`src/rtl/hazard_scoreboard_pkg.sv`:
```
// Shared pipeline definitions for the hazard scoreboard.
// Holds the forwarding-select encodings, the FSM state encoding, the
// hard-wired zero register index and the source/destination match helper.
package hazard_scoreboard_pkg;

    typedef logic [1:0] fwd_sel_t;

    localparam fwd_sel_t FWD_RF  = 2'b00;  // operand from register file
    localparam fwd_sel_t FWD_MEM = 2'b01;  // operand from MEM-stage result
    localparam fwd_sel_t FWD_WB  = 2'b10;  // operand from WB-stage result

    localparam logic [0:0] ST_RUN      = 1'b0;
    localparam logic [0:0] ST_LU_STALL = 1'b1;

    localparam logic [4:0] REG_ZERO = 5'd0;

    // True when a source that is actually read matches a destination that is
    // actually written. x0 never produces a hazard.
    function automatic logic src_hit(
        input logic       use_src,
        input logic [4:0] rs,
        input logic [4:0] rd,
        input logic       rd_en
    );
        return use_src & rd_en & (rd == rs) & (rd != REG_ZERO);
    endfunction

endpackage

```
`src/rtl/hazard_scoreboard_sat_counter16.sv`:
```
// 16-bit saturating event counter.
// Ports:
//   clock, reset : clock and asynchronous active-high reset
//   clear        : synchronous clear, wins over inc
//   inc          : count one event this cycle
//   count        : current count, holds at 0xFFFF
module sat_counter16 (
    input  logic        clock,
    input  logic        reset,
    input  logic        clear,
    input  logic        inc,
    output logic [15:0] count
);

    always_ff @(posedge clock or posedge reset) begin
        if (reset) begin
            count <= 16'h0000;
        end else if (clear) begin
            count <= 16'h0000;
        end else if (inc && (count != 16'hFFFF)) begin
            count <= count + 16'h0001;
        end
    end

endmodule

```
`src/rtl/hazard_scoreboard.sv`:
```
// Hazard scoreboard for a 5-stage pipeline: load-use stall detection,
// branch flush, operand forwarding selects and stall/flush event counters.
//
// state       | meaning
// ------------+-----------------------------------------------------------
// ST_RUN      | normal issue; load-use detection active
// ST_LU_STALL | one-cycle load-use stall; EX holds a bubble, no re-detection
//
// Ports:
//   clock, reset             : clock, asynchronous active-high reset
//   id_valid                 : decode-stage instruction valid
//   id_rs1/2, id_use_rs1/2   : decode source registers and read enables
//   ex_rd, ex_reg_en         : EX-stage destination and write enable
//   ex_memtoreg, ex_pcsrc    : EX is a load / EX branch resolved taken
//   stall_if, stall_id       : hold PC / hold IF/ID
//   bubble_ex                : zero the ID/EX controls
//   flush_id                 : invalidate IF/ID
//   fwd_a, fwd_b             : operand selects for the instruction in EX
//   stall_cnt, flush_cnt     : saturating event counters
//   cnt_clr                  : synchronous counter clear
module hazard_scoreboard
    import hazard_scoreboard_pkg::*;
(
    input  logic        clock,
    input  logic        reset,
    input  logic        id_valid,
    input  logic [4:0]  id_rs1,
    input  logic [4:0]  id_rs2,
    input  logic        id_use_rs1,
    input  logic        id_use_rs2,
    input  logic [4:0]  ex_rd,
    input  logic        ex_reg_en,
    input  logic        ex_memtoreg,
    input  logic        ex_pcsrc,
    output logic        stall_if,
    output logic        stall_id,
    output logic        bubble_ex,
    output logic        flush_id,
    output logic [1:0]  fwd_a,
    output logic [1:0]  fwd_b,
    output logic [15:0] stall_cnt,
    output logic [15:0] flush_cnt,
    input  logic        cnt_clr
);

    logic [4:0] mem_rd;
    logic       mem_reg_en;
    logic [0:0] state;
    logic [0:0] state_nxt;

    logic       ex_hit_rs1, ex_hit_rs2;
    logic       mem_hit_rs1, mem_hit_rs2;
    logic       load_use;
    logic       lu_stall;
    logic       take_branch;
    fwd_sel_t   fwd_a_nxt, fwd_b_nxt;

    always_ff @(posedge clock or posedge reset) begin
        if (reset) begin
            mem_rd     <= REG_ZERO;
            mem_reg_en <= 1'b0;
        end else begin
            mem_rd     <= ex_rd;
            mem_reg_en <= ex_reg_en;
        end
    end

    assign ex_hit_rs1  = src_hit(id_use_rs1, id_rs1, ex_rd, ex_reg_en);
    assign ex_hit_rs2  = src_hit(id_use_rs2, id_rs2, ex_rd, ex_reg_en);
    assign mem_hit_rs1 = src_hit(id_use_rs1, id_rs1, mem_rd, mem_reg_en);
    assign mem_hit_rs2 = src_hit(id_use_rs2, id_rs2, mem_rd, mem_reg_en);

    // In LU_STALL the EX slot holds the bubble we inserted, so a match there
    // is stale and must not stall again.
    assign load_use = id_valid & (ex_hit_rs1 | ex_hit_rs2) & ex_memtoreg
                      & (state == ST_RUN);

    // Outputs are gated by reset so they read zero while reset is held,
    // regardless of the input pattern. A taken branch overrides load-use.
    assign take_branch = ex_pcsrc & ~reset;
    assign lu_stall    = load_use & ~ex_pcsrc & ~reset;

    assign stall_if  = lu_stall;
    assign stall_id  = lu_stall;
    assign flush_id  = take_branch;
    assign bubble_ex = lu_stall | take_branch;

    always_comb begin
        state_nxt = ST_RUN;
        if ((state == ST_RUN) && lu_stall) begin
            state_nxt = ST_LU_STALL;
        end
    end

    always_ff @(posedge clock or posedge reset) begin
        if (reset) begin
            state <= ST_RUN;
        end else begin
            state <= state_nxt;
        end
    end

    // A load in EX cannot forward its data from MEM next cycle, so only a
    // non-load EX match selects the MEM result; otherwise try the MEM entry.
    function automatic fwd_sel_t fwd_pick(input logic ex_hit, input logic mem_hit);
        if (ex_hit && !ex_memtoreg) begin
            return FWD_MEM;
        end else if (mem_hit) begin
            return FWD_WB;
        end
        return FWD_RF;
    endfunction

    assign fwd_a_nxt = id_valid ? fwd_pick(ex_hit_rs1, mem_hit_rs1) : FWD_RF;
    assign fwd_b_nxt = id_valid ? fwd_pick(ex_hit_rs2, mem_hit_rs2) : FWD_RF;

    always_ff @(posedge clock or posedge reset) begin
        if (reset) begin
            fwd_a <= FWD_RF;
            fwd_b <= FWD_RF;
        end else if (bubble_ex) begin
            fwd_a <= FWD_RF;
            fwd_b <= FWD_RF;
        end else begin
            fwd_a <= fwd_a_nxt;
            fwd_b <= fwd_b_nxt;
        end
    end

    sat_counter16 u_stall_cnt (
        .clock (clock),
        .reset (reset),
        .clear (cnt_clr),
        .inc   (lu_stall),
        .count (stall_cnt)
    );

    sat_counter16 u_flush_cnt (
        .clock (clock),
        .reset (reset),
        .clear (cnt_clr),
        .inc   (take_branch),
        .count (flush_cnt)
    );

endmodule

```
`config.mk`:
```
export PLATFORM = sky130hd
export DESIGN_NAME = hazard_scoreboard
export DESIGN_NICKNAME = d
export VERILOG_FILES = /design/src/rtl/hazard_scoreboard_pkg.sv /design/src/rtl/hazard_scoreboard_sat_counter16.sv /design/src/rtl/hazard_scoreboard.sv
export SDC_FILE = /design/constraint.sdc
export NUM_CORES = 1
export LEC_CHECK = 0
export CAP_MARGIN = 25
export CORE_ASPECT_RATIO = 1.2
export CORE_UTILIZATION = 35
export CTS_BUF_LIST = sky130_fd_sc_hd__clkbuf_8
export CTS_CLUSTER_SIZE = 14
export DETAILED_ROUTE_END_ITERATION = 10
export GPL_TIMING_DRIVEN = 0
export HOLD_SLACK_MARGIN = 0.03
export PLACE_DENSITY = 0.66
export SLEW_MARGIN = 20
export SYNTH_ARGS = -nofsm -noshare
export SYNTH_HDL_FRONTEND = slang
export SYNTH_HIERARCHICAL = 1
export SYNTH_SLANG_ARGS = --single-unit
```
`constraint.sdc`:
```
create_clock -name clock -period 2.1 [get_ports clock]
set_input_delay 0.42 -clock clock [delete_from_list [all_inputs] [get_ports clock]]
set_output_delay 0.42 -clock clock [all_outputs]
set_load 0.005 [all_outputs]
```
Word level (Yosys, flattened, before mapping)
Index checks and enable logic that the tools add are counted.
- register bits after elaboration: 43
- bits of input ports: 24
- $add $sub $neg: 2
- reduce and logical (&&, ||, !) cells: 10
- mux-type cells: 19
- bitwise gates (word level): 23
- eq/ne operators: 6
- operator list (operator ; count):
    $mux W16 ; 4
    $add A16 B1 Y16 const B ; 2
    $ne A16 B16 Y1 const B ; 2
    $eq A5 B5 Y1 ; 4
    $mux W2 ; 10
    $and A1 B1 Y1 ; 18
    $reduce_bool A5 Y1 ; 2
    $logic_and A1 B1 Y1 ; 5
    $mux W1 ; 5
    $reduce_bool A2 Y1 ; 2
    $not A1 Y1 ; 3
    $or A1 B1 Y1 ; 2
    $logic_not A1 Y1 ; 1

Depth between registers and ports, before layout
- depth in word-level cells: 12
- gate-level depth with buffers: 9
- gate-level depth less buffers: 8

Cells and area by module
The synthesis kept the hierarchy.
- by module, submodules not included (module ; sequential area each (sq um) ; area each (sq um) ; cells each ; instances):
    sat_counter16 ; 400.4 ; 932.1 ; 101 ; 2
    hazard_scoreboard ; 275.3 ; 655.6 ; 68 ; 1

Worst setup path after synthesis
No wires, ideal clock.
- path kind: input to register
- from: in ex_rd[0]
- to: reg u_stall_cnt.count[13]
- library setup time: 78 ps
- arrival time: 2545 ps
- path slack: -522 ps
- path buffers: 1
- stages: 9
- path through: xor2_1 -> nor4_1 -> and3_1 -> o21a_1 -> clkbuf_2 -> nand3_1 -> or4_4 -> or4_1 -> a21oi_1
- word-level cells in the longest chain between the ends: 11
- elaborated cells on any way between the ends: 15
- ends and longest elaborated chain (item ; RTL line ; text):
    start, declared ; hazard_scoreboard.sv:31 ; input logic [4:0] ex_rd,
    $eq A5 B5 Y1 ; hazard_scoreboard_pkg.sv:25 ; return use_src & rd_en & (rd == rs) & (rd != REG_ZERO);
    $and A1 B1 Y1 (2 in series) ; hazard_scoreboard_pkg.sv:25 ;
    $or A1 B1 Y1 * ; hazard_scoreboard.sv:75 ; assign load_use = id_valid & (ex_hit_rs1 | ex_hit_rs2) & ex_memtoreg
    $and A1 B1 Y1 * (2 in series) ; hazard_scoreboard.sv:75 ;
    $and A1 B1 Y1 * ; hazard_scoreboard.sv:76 ; & (state == ST_RUN);
    $and A1 B1 Y1 * (2 in series) ; hazard_scoreboard.sv:81 ; assign lu_stall = load_use & ~ex_pcsrc & ~reset;
    net stall_id ; hazard_scoreboard.sv:36 ; output logic stall_id,
    $logic_and A1 B1 Y1 * ; hazard_scoreboard_sat_counter16.sv:20 ; end else if (inc && (count != 16'hFFFF)) begin
    $reduce_bool A2 Y1 (no line) * ; - ;
    end signal, assigned ; hazard_scoreboard_sat_counter16.sv:21 ; count <= count + 16'h0001;
    end, declared ; hazard_scoreboard_sat_counter16.sv:12 ; output logic [15:0] count
The timed path passes the listed nets; every way through them passes the cells marked *.
A chain may end at the register's enable or synchronous reset.

Worst setup path in the final report
- from: in ex_rd[1]
- to: out stall_id
- word-level cells in the longest chain between the ends: 9
- elaborated cells on any way between the ends: 13
- ends and longest elaborated chain (item ; RTL line):
    $eq A5 B5 Y1 ; hazard_scoreboard_pkg.sv:25
    $and A1 B1 Y1 (2 in series) ; hazard_scoreboard_pkg.sv:25
    $or A1 B1 Y1 * ; hazard_scoreboard.sv:75
    $and A1 B1 Y1 * (2 in series) ; hazard_scoreboard.sv:75
    $and A1 B1 Y1 * ; hazard_scoreboard.sv:76
    $and A1 B1 Y1 * (2 in series) ; hazard_scoreboard.sv:81
    end, declared ; hazard_scoreboard.sv:36
Mark *: on every way between the ends. The rest lies on a longest branch, timed or not.

==> flow_metrics.env <==
export IMPL_status="finished with violations"
export IMPL_violations="negative setup slack"
export IMPL_syn_area_per_cell_um2=9.333
export IMPL_final_max_slew_violation_count=0
export IMPL_grt_max_degree=17
export IMPL_cp_end_kind="primary output"
export IMPL_die_w_um=79.46
export IMPL_drive_gt1_share_pct=24.29
export IMPL_worstSkewPairLatency_ns=0.29
export IMPL_cp_start_kind="input pin"
export IMPL_h_tree_depth=2
export IMPL_totalWireLength_um=6626
export IMPL_timing_setup_tns_ns=-1.554
export IMPL_core_um2=6895
export IMPL_syn_num_nets=296
export IMPL_cts_tree="yes"
export IMPL_finalSetupViolCount=11
export IMPL_fp_row_count=33
export IMPL_yosys_area_share_simple_pct=29.74
export IMPL_path_max_fanout=4
export IMPL_io_pins=64
export IMPL_seq_power_share_pct=49.9
export IMPL_tightest_slew_ns=0.6698
export IMPL_synth_top_family_by_area="simple AND/OR/NAND/NOR gates"
export IMPL_final_period_utilization_pct=112.1
export IMPL_netlist_area_um2=2520
export IMPL_hpwl_um=4659
export IMPL_period_minus_slack_ns=2.353
export IMPL_grt_pass1_wl_um=10720
export IMPL_yosysWarnings=6
export IMPL_synthCells=270
export IMPL_pwr_share_clk_pct=39.9
export IMPL_peakVddDrop_v=0.0002751
export IMPL_p_switching_mw=0.3928
export IMPL_placed_area_um2=3284
export IMPL_required_ns=1.68
export IMPL_finalClockSkew_ns=0.006096
export IMPL_max_slew_margin_pct=55.30
export IMPL_postCtsHoldBufs=0
export IMPL_p_int_mw=1.304
export IMPL_drc=0
export IMPL_synth_seq_cells=43
export IMPL_ant_nets=0
export IMPL_grt_total_usage_pct=18.20
export IMPL_port_buffers=62
export IMPL_path_clk_slew_ns=0.09
export IMPL_synthAdderAreaFrac_pct=0.9930
export IMPL_power_density_nw_per_um2=465.1
export IMPL_synth_mux_area_share_pct=2.582
export IMPL_dieHeight_um=94.95
export IMPL_drt_iter0_drc=72
export IMPL_routabilityCongestion=0.8662
export IMPL_place_ws_ns=-1.322
export IMPL_synth_xor_area_share_pct=6.951
export IMPL_start_util_pct=36.55
export IMPL_cts_sinks=43
export IMPL_fmax_mhz=425.0
export IMPL_routed_via_density=5.517
export IMPL_cts_root_buffer="clkbuf_8"
export IMPL_fin_ws_ns=-0.2531
export IMPL_p_leak_nw=1.410
export IMPL_wl_per_cell_um=15.02
export IMPL_min_path_type="in -> async"
export IMPL_diodes=0
export IMPL_combinationalPowerShare_pct=10.2
export IMPL_ys_seq_area_share_pct=42.70
export IMPL_rsz0062_at_grt="true"
export IMPL_first_pass_iters=4
export IMPL_critPathArrivalTime_ns=1.93
export IMPL_synth_compound_area_share_pct=13.26
export IMPL_critical_path_class="in -> out"
export IMPL_max_cap_violations=0
export IMPL_synth_cell_types=37
export IMPL_p_sw_share_pct=23.15
export IMPL_antenna_found_initial=0
export IMPL_vias=2433
export IMPL_fin_util_pct=52.89
export IMPL_die_area_um2=7545
export IMPL_fin_nets=379
export IMPL_area_growth_syn_to_layout_pct=44.74
export IMPL_cts_made_buffers=5
export IMPL_hold_viol=0
export IMPL_finalInstanceArea_um2=3647
export IMPL_grt_ovfl_total=0
export IMPL_clockBufferDepth=2
export IMPL_grt_pass1_vias=2311
==> sequential cells by signal, indices dropped and copies added (netlist names) <==
name	count
state	1
mem_reg_en	1
mem_rd	5
fwd_a	2
u_stall_cnt/count	16
u_flush_cnt/count	16
fwd_b	2
==> per-layer routing <==
| layer | global-route usage [%] | vias up | part of all wire, % |
|---|---|---|---|
| met3 | 2.899 | 8 | 3.5 |
| met1 | 20.44 | 1185 | 41 |
| met5 | 0 | - | 0 |
| met4 | 6.818 | 0 | 1.6 |
| met2 | 33.97 | 63 | 54 |
| li1 | - | 1177 | - |
==> placed cells by master (no fill, tap or decap), types with 3 or more instances in the layout <==
| cell | n |
|---|---|
| a21oi_1 | 19 |
| a21oi_2 | 5 |
| buf_2 | 6 |
| buf_4 | 16 |
| buf_6 | 9 |
| clkbuf_8 | 7 |
| clkdlybuf4s50_1 | 40 |
| dfrtp_1 | 43 |
| dlygate4sd2_1 | 5 |
| inv_1 | 8 |
| mux2_2 | 4 |
| nand2_1 | 13 |
| nand2b_1 | 4 |
| nand3_1 | 15 |
| nand4_1 | 9 |
| nor2_1 | 12 |
| nor2b_1 | 6 |
| nor3_1 | 10 |
| nor4_1 | 5 |
| nor4_2 | 3 |
| o21ai_0 | 11 |
| o31ai_1 | 10 |
| o41ai_1 | 4 |
| or3_1 | 11 |
| or4_1 | 10 |
| or4_4 | 6 |
| xnor2_1 | 4 |
| xor2_1 | 14 |
==> stage by stage <==
step | std cells | power (mW) | hold slack, ns
2_1_floorplan | 270 | 0.9358 | 0.2237
3_3_place_gp | 419 | 1.020 | 0.5474
3_5_place_dp | 419 | 1.023 | 0.5735
4_1_cts | 438 | 1.702 | 0.2350
5_1_grt | 441 | 1.774 | 0.1920
6_report | 441 | 1.696 | 0.1778
==> worst max-delay path: stages <==
cell	delay, ns
buf_6	0.10
or4_4	0.54
o21ai_4	0.17
nor2_4	0.06
o21a_4	0.12
buf_4	0.15
buf_4	0.12
dlygate4sd2_1	0.25
==> repair_timing <==
item                                    CTS  global route
hold endpoints to repair                  0             0
pin swaps                                16            12
setup buffers                            11             4
endpoints found under the setup margin   31            23
gates resized for setup                  89            30
==> path summary, 6_finish.rpt <==
kind	from	endpoint	slack, ns	cells past startpoint
worst max-delay path	ex_rd[1]	stall_id	-0.25	8
worst min-delay path	reset	mem_rd[3]	0.18	3
worst max register to register	state	u_stall_cnt/count[15]	-0.15	10
worst min register to register	u_stall_cnt/count[14]	u_stall_cnt/count[14]	0.59	2
max in group asynchronous	reset	u_stall_cnt/count[2]	1.40	2
min in group clock	ex_rd[0]	mem_rd[0]	0.23	1
==> area by class of cell <==
cell class                      count  area, um^2
Buffer                              8       72.57
Clock buffer                        6       82.58
Clock inverter                      2       35.03
Fill cell                         621        3248
Inverter                           10       41.29
Multi-Input combinational cell    208        1523
Sequential cell                    43        1076
Tap cell                           87       108.9
Timing Repair Buffer               77       708.2
==> cell usage after synthesis, drive strengths merged <==
| cell | number | area [um^2] |
|---|---|---|
| nand4 | 11 | 98.84 |
| clkbuf | 4 | 17.52 |
| xor2 | 16 | 140.1 |
| xnor2 | 4 | 35.03 |
| a21oi | 24 | 120.1 |
| a31oi | 2 | 12.51 |
| o31ai | 10 | 75.07 |
| nor2b | 6 | 37.54 |
| dfrtp | 43 | 1076 |
| o41ai | 4 | 35.03 |
| o21ai | 12 | 63.81 |
| o21a | 2 | 15.01 |
| or3 | 14 | 90.08 |
| nor4 | 10 | 62.56 |
| dlygate4sd1 | 2 | 17.52 |
| and3 | 4 | 26.28 |
| ha | 2 | 25.02 |
| nor3 | 10 | 50.05 |
| or4 | 17 | 137.6 |
| a22oi | 1 | 12.51 |
| buf | 3 | 22.52 |
| nand2 | 15 | 56.30 |
| nand3 | 18 | 90.09 |
| mux2 | 4 | 45.04 |
| inv | 10 | 37.54 |
| mux2i | 2 | 20.02 |
| and4 | 2 | 17.52 |
| nor2 | 13 | 51.30 |
| nand2b | 5 | 31.28 |
==> kinds of logic (layout without fill, tap and decap cells) <==
logic type,count (synthesis),after routing
flip-flops,43,43
multiplexers,6,6
buffers and inverters,19,103
adder cells (fa/ha/maj),2,2
AO/OA/AOI/OAI,55,55
XOR/XNOR,20,20
AND/OR/NAND/NOR,125,125
==> power by group through the flow <==
stage / combinational, mW / sequential (mW) / clock [mW]
after CTS: 0.162 / 0.847 / 0.693
after detailed placement: 0.160 / 0.863 / 0
after floorplan: 0.0755 / 0.860 / 0
after global placement: 0.158 / 0.863 / 0
final: 0.172 / 0.847 / 0.678
after global routing: 0.191 / 0.849 / 0.734
No activity file was read; power rests on OpenSTA's default activity.
